## src/rtl/branch_pred_pkg.sv

```systemverilog
// Shared defaults and return-stack operation decode for the branch predictor.
package branch_pred_pkg;

  localparam int BTB_ENTRIES_DEF  = 16;
  localparam int BTB_CTR_BITS_DEF = 2;
  localparam int RAS_DEPTH_DEF    = 4;

  typedef enum logic [1:0] {
    RAS_NOP  = 2'd0,
    RAS_PUSH = 2'd1,
    RAS_POP  = 2'd2,
    RAS_SWAP = 2'd3
  } ras_op_t;

  // A push+pop pair on a non-empty stack replaces the top; on an empty stack
  // it degenerates to a plain push. A pop on an empty stack does nothing.
  function automatic ras_op_t ras_decode(input logic push, input logic pop,
                                         input logic nonempty);
    ras_op_t op;
    op = RAS_NOP;
    if (push && pop && nonempty) op = RAS_SWAP;
    else if (push)               op = RAS_PUSH;
    else if (pop && nonempty)    op = RAS_POP;
    return op;
  endfunction

endpackage

```

## src/rtl/cpu_types_pkg.sv

```systemverilog
// Core-wide scalar types shared by the fetch, decode and predictor blocks.
package cpu_types_pkg;

  localparam int WORD_W = 32;

  typedef logic [WORD_W-1:0] word_t;

endpackage

```

## src/rtl/return_stack.sv

```systemverilog
// Circular return-address stack; overflow silently overwrites the oldest entry.
module return_stack
  import cpu_types_pkg::*;
  import branch_pred_pkg::*;
#(
  parameter int RAS_DEPTH = RAS_DEPTH_DEF
) (
  input  logic        CLK,
  input  logic        RST,
  input  logic        push,
  input  logic [31:0] push_addr,
  input  logic        pop,
  input  logic        flush,
  output logic [31:0] top,
  output logic        empty,
  output logic        full
);

  localparam int              PW       = $clog2(RAS_DEPTH);
  localparam logic [PW:0]     FULL_CNT = (PW+1)'(RAS_DEPTH);
  localparam logic [PW:0]     CNT_ONE  = (PW+1)'(1);
  localparam logic [PW-1:0]   PTR_ONE  = PW'(1);

  logic [PW-1:0] ptr_q;
  logic [PW:0]   cnt_q;
  word_t         stk_q [RAS_DEPTH];
  logic [PW-1:0] top_idx;
  ras_op_t       op;

  assign top_idx = ptr_q - PTR_ONE;
  assign op      = ras_decode(push, pop, cnt_q != '0);

  always_ff @(posedge CLK) begin
    if (RST) begin
      ptr_q <= '0;
      cnt_q <= '0;
      for (int i = 0; i < RAS_DEPTH; i++) begin
        stk_q[i] <= '0;
      end
    end else if (flush) begin
      ptr_q <= '0;
      cnt_q <= '0;
    end else begin
      unique case (op)
        RAS_PUSH: begin
          stk_q[ptr_q] <= push_addr;
          ptr_q        <= ptr_q + PTR_ONE;
          if (cnt_q != FULL_CNT) cnt_q <= cnt_q + CNT_ONE;
        end
        RAS_POP: begin
          ptr_q <= top_idx;
          cnt_q <= cnt_q - CNT_ONE;
        end
        RAS_SWAP: stk_q[top_idx] <= push_addr;
        default: ;
      endcase
    end
  end

  assign top   = (cnt_q != '0) ? stk_q[top_idx] : '0;
  assign empty = (cnt_q == '0);
  assign full  = (cnt_q == FULL_CNT);

endmodule

```

## src/rtl/branch_predictor.sv

```systemverilog
// Direct-mapped BTB with saturating direction counters plus a return-address stack.
module branch_predictor
  import cpu_types_pkg::*;
  import branch_pred_pkg::*;
#(
  parameter int ENTRIES   = BTB_ENTRIES_DEF,
  parameter int CTR_BITS  = BTB_CTR_BITS_DEF,
  parameter int RAS_DEPTH = RAS_DEPTH_DEF
) (
  input  logic        CLK,
  input  logic        RST,
  input  logic [31:0] pc,
  output logic        hit,
  output logic        taken,
  output logic [31:0] target,
  input  logic        WEN,
  input  logic [31:0] pc_w,
  input  logic [31:0] target_w,
  input  logic        taken_w,
  input  logic        ras_push,
  input  logic [31:0] ras_push_addr,
  input  logic        ras_pop,
  input  logic        flush,
  output logic [31:0] ras_top,
  output logic        ras_empty,
  output logic        ras_full
);

  localparam int                  IDX      = $clog2(ENTRIES);
  localparam int                  TAG_W    = 30 - IDX;
  localparam logic [CTR_BITS-1:0] CTR_MAX  = CTR_BITS'((1 << CTR_BITS) - 1);
  localparam logic [CTR_BITS-1:0] CTR_WEAK = CTR_BITS'(1 << (CTR_BITS - 1));
  localparam logic [CTR_BITS-1:0] CTR_ONE  = CTR_BITS'(1);
  localparam word_t               PC_STEP  = 32'd4;

  typedef struct packed {
    logic                valid;
    logic [TAG_W-1:0]    tag;
    word_t               target;
    logic [CTR_BITS-1:0] ctr;
  } entry_t;

  function automatic logic [CTR_BITS-1:0] sat_inc(input logic [CTR_BITS-1:0] c);
    return (c == CTR_MAX) ? c : c + CTR_ONE;
  endfunction

  function automatic logic [CTR_BITS-1:0] sat_dec(input logic [CTR_BITS-1:0] c);
    return (c == '0) ? c : c - CTR_ONE;
  endfunction

  entry_t           btb_q [ENTRIES];

  logic [IDX-1:0]   idx_r;
  logic [TAG_W-1:0] tag_r;
  entry_t           rd_e;

  logic [IDX-1:0]   idx_w;
  logic [TAG_W-1:0] tag_w;
  entry_t           wr_e;
  logic             hit_w;

  // Byte offset bits never participate in indexing or tag compare.
  logic             unused_addr_bits;
  assign unused_addr_bits = ^{pc[1:0], pc_w[1:0]};

  // Lookup reads the registered table only, so a same-cycle update is not visible.
  assign idx_r  = pc[IDX+1:2];
  assign tag_r  = pc[31:IDX+2];
  assign rd_e   = btb_q[idx_r];
  assign hit    = rd_e.valid && (rd_e.tag == tag_r);
  assign taken  = hit && rd_e.ctr[CTR_BITS-1];
  assign target = taken ? rd_e.target : pc + PC_STEP;

  assign idx_w  = pc_w[IDX+1:2];
  assign tag_w  = pc_w[31:IDX+2];
  assign wr_e   = btb_q[idx_w];
  assign hit_w  = wr_e.valid && (wr_e.tag == tag_w);

  always_ff @(posedge CLK) begin
    if (RST) begin
      for (int i = 0; i < ENTRIES; i++) begin
        btb_q[i] <= '0;
      end
    end else if (WEN) begin
      if (hit_w) begin
        btb_q[idx_w].ctr <= taken_w ? sat_inc(wr_e.ctr) : sat_dec(wr_e.ctr);
        if (taken_w) btb_q[idx_w].target <= target_w;
      end else if (taken_w) begin
        btb_q[idx_w] <= '{valid: 1'b1, tag: tag_w, target: target_w, ctr: CTR_WEAK};
      end
    end
  end

  return_stack #(
    .RAS_DEPTH (RAS_DEPTH)
  ) u_ras (
    .CLK       (CLK),
    .RST       (RST),
    .push      (ras_push),
    .push_addr (ras_push_addr),
    .pop       (ras_pop),
    .flush     (flush),
    .top       (ras_top),
    .empty     (ras_empty),
    .full      (ras_full)
  );

endmodule

```

## config.mk

```make
export PLATFORM = sky130hd
export DESIGN_NAME = branch_predictor
export DESIGN_NICKNAME = d
export VERILOG_FILES = /design/src/rtl/branch_pred_pkg.sv /design/src/rtl/cpu_types_pkg.sv /design/src/rtl/return_stack.sv /design/src/rtl/branch_predictor.sv
export SDC_FILE = /design/constraint.sdc
export NUM_CORES = 2
export LEC_CHECK = 0
export ABC_AREA = 0
export CAP_MARGIN = 20
export CORE_MARGIN = 8
export CORE_UTILIZATION = 67
export DETAILED_ROUTE_END_ITERATION = 8
export HOLD_SLACK_MARGIN = 0.12
export PLACE_DENSITY = 0.85
export SYNTH_ARGS = -nofsm -noshare
export SYNTH_HDL_FRONTEND = slang
export SYNTH_SLANG_ARGS = --single-unit
```

## constraint.sdc

```tcl
create_clock -name CLK -period 13.6 [get_ports CLK]
set_input_delay 2.04 -clock CLK [delete_from_list [all_inputs] [get_ports CLK]]
set_output_delay 2.04 -clock CLK [all_outputs]
set_load 0.02 [all_outputs]
```

==> results.json <==
{
  "min_period_over_period_pct": 73.0,
  "hold_ws_ns": 0.483,
  "drt_wl_total_um": 169000,
  "cp.required_ns": 11.56,
  "grt_pass1_wl_um": 244000,
  "p_switching_mw": 1.91,
  "syn_to_final_growth_pct": 11.2,
  "p_per_area_mw_per_mm2": 127,
  "start_kind": "input port",
  "hold_viol": 0,
  "globalplace.congestion": 0.914,
  "post-cts-setup-buffers": 0,
  "grt_use_total_pct": 35.6,
  "relSlewSlack_pct": 18.7,
  "finish.utilization_pct": 74.8,
  "worstReg2RegStart": "btb_q[6][44]",
  "power_mw": 7.89,
  "dp_slack_ns": 3.92,
  "cts.clk_slew.worst_paths_ns": 0.06,
  "seq_area_mm2": 0.0331,
  "grt-ovfl-total": 0,
  "sw_frac_of_total_pct": 24.2,
  "dpl_cell_area_mm2": 0.0587,
  "crit_start": "pc[4]",
  "antenna_found_initial": 24,
  "crit_type": "input port to output pin",
  "yosysUniqueCellTypes": 72,
  "endpoint_kind": "output pin",
  "rsz0062_at_grt": "no",
  "multi_input_area_mm2": 0.0213,
  "synth_seq_cells": 1109,
  "synth_edf_count": 1088,
  "dpl.cell_count": 4771,
  "syn-num-nets": 3934,
  "synth.area.top_cells": "edfxtp_1, mux4_2, and2_1",
  "r2r_end": "btb_q[3][43]",
  "yosys_warnings": 0,
  "final_common_cell": "edfxtp_1",
  "synth_area_per_cell_um2": 14.8,
  "synth_top_area_cell": "edfxtp_1",
  "cts-htree-levels": 3,
  "synthCells": 3797,
  "fin_area_mm2": 0.0623,
  "postCtsHoldBufs": 0,
  "core_mm2": 0.0833,
  "numCtsBuffers": 112,
  "arrival_ns": 7.88,
  "drv_slew": 0,
  "final_cell_mix": "edfxtp_1, and2_1, and3_1, mux4_2, clkdlybuf4s50_1",
  "cts_tree": "done",
  "synth_top_area_share_pct": 58.3,
  "clockPowerShare_pct": 38.3,
  "vias": 36700,
  "drc_errors": 0,
  "yosysSeqAreaShare_pct": 59.0,
  "critPathMaxFanout": 49,
  "drive_above_1_share_pct": 19.9,
  "final_cells": 4998,
  "ff2ff_path_depth": 9,
  "maxCapViolCount": 0,
  "crit_end": "target[1]",
  "drt_first_pass_iters": 8,
  "synth_flop_cell": "edfxtp_1",
  "fp.dieH_um": 305,
  "final-setup-viol-count": 0,
  "status": "finished, final reports clean",
  "ioPinCount": 203,
  "grt_pass1_vias": 37300,
  "leakage_nw": 22.7,
  "cts_resized": 0,
  "place_hpwl_um": 93200,
  "p_int_mw": 5.98,
  "fillerInstances": 4798,
  "min_period_ns": 9.92,
  "cts-root-buf": "clkbuf_16",
  "min_path_type": "flop to flop",
  "finalWorstSetupSlack_ns": 3.68,
  "finalSetupTns_ns": 0,
  "wire_per_inst_um": 33.8,
  "clk_latency_ns": 0.71,
  "vias_per_cell": 7.35,
  "die_w_um": 305,
  "nets": 3943,
  "max_freq_ghz": 0.101,
  "die_area_mm2": 0.0932,
  "row_count": 106,
  "ir_drop_mv": 0.127,
  "initial_core_util_pct": 67.3,
  "io_buffers": 200,
  "drtIter0Drc": 5864,
  "synthesis.area_mm2": 0.0560,
  "reg2reg_slack_ns": 8.45,
  "tightestPinTransition_ns": 1.22,
  "ant_nets": 0,
  "clock_sinks": 1109,
  "async_reset_ff_share_pct": 0,
  "skew_ns": 0.0344,
  "cts_max_path_buffers": 3,
  "grt_max_degree": 135,
  "seqPwrFrac_pct": 50.7,
  "pwr-share-comb_pct": 11.0
}
## cells by family (layout without fill, tap and decap cells)
group | count (synthesis) | count (layout) | share of synthesized area, %
AOI/OAI and AO/OA | 180 | 180 | 2.32
xor gates and xnor gates | 86 | 86 | 1.34
adders and majority gates | 2 | 2 | 0.0580
buffers and inverters | 458 | 557 | 3.44
DFF | 1109 | 1109 | 59.0
muxes | 590 | 590 | 19.5
other | 0 | 22 | 0
and+or+nand+nor | 1372 | 1372 | 14.3
## synthesized netlist by cell type (28+ instances only)
master	n
edfxtp_1	1088
and2_1	417
and3_1	400
mux4_2	388
clkbuf_1	286
mux2i_1	150
nor2_1	138
nor3_1	103
nand2_1	97
inv_1	56
buf_2	55
xnor2_1	50
nor2b_1	46
nor3b_1	42
nand3_1	36
xor2_1	36
o21bai_1	32
buf_1	29
mux2_4	28
## worst min-delay path by stage
stage / cells after the start / from / slack [ns] / end
floorplan: 2 / btb_q[14][60] / 0.45 / btb_q[14][60]
global placement: 2 / btb_q[3][60] / 0.46 / btb_q[3][60]
detailed placement: 2 / btb_q[7][60] / 0.47 / btb_q[7][60]
CTS: 2 / btb_q[8][60] / 0.48 / btb_q[8][60]
global route: 2 / btb_q[8][60] / 0.50 / btb_q[8][60]
finish: 2 / btb_q[3][60] / 0.48 / btb_q[3][60]
## area by class of cell
type | instances | area share [%]
inverter | 62 | 0.374
multi-input combinational | 2230 | 34.3
timing repair buffer | 291 | 4.33
clock buffer | 133 | 4.66
antenna | 22 | 0.0884
clock inverter | 71 | 1.02
sequential | 1109 | 53.1
tap | 1080 | 2.17
## sequential cells by signal, summed over array words and instances (netlist names)
signal	cells
btb_q	976
u_ras.stk_q	128
u_ras.cnt_q	3
u_ras.ptr_q	2
## worst max-delay path, stage by stage
cell and delay, ns:
buf_6 0.47, buf_4 0.66, buf_4 0.74, mux4_2 0.42, mux2i_1 0.17, mux2i_1 0.19
xor2_1 0.21, nor4_1 0.66, nand4_1 0.30, nor4b_4 0.27, buf_4 0.65, mux2_2 0.41
clkdlybuf4s50_1 0.54
## power groups by stage
stage	clock (mW)	combinational, mW	sequential (mW)
final	3.02	0.868	4.00
after global routing	3.14	0.889	4.01
after CTS	3.02	0.845	4.00
after detailed placement	0	0.840	4.06
after global placement	0	0.827	4.05
after floorplan	0	0.539	4.03
## per-layer routing
metal  global-route usage (%)  part of all wire, %
met1                     45.1                   32
met2                     54.9                   46
met3                     10.6                   15
met4                     20.7                  6.2
met5                        0                0.095
Note: power is estimated with default switching activity, not from simulation.
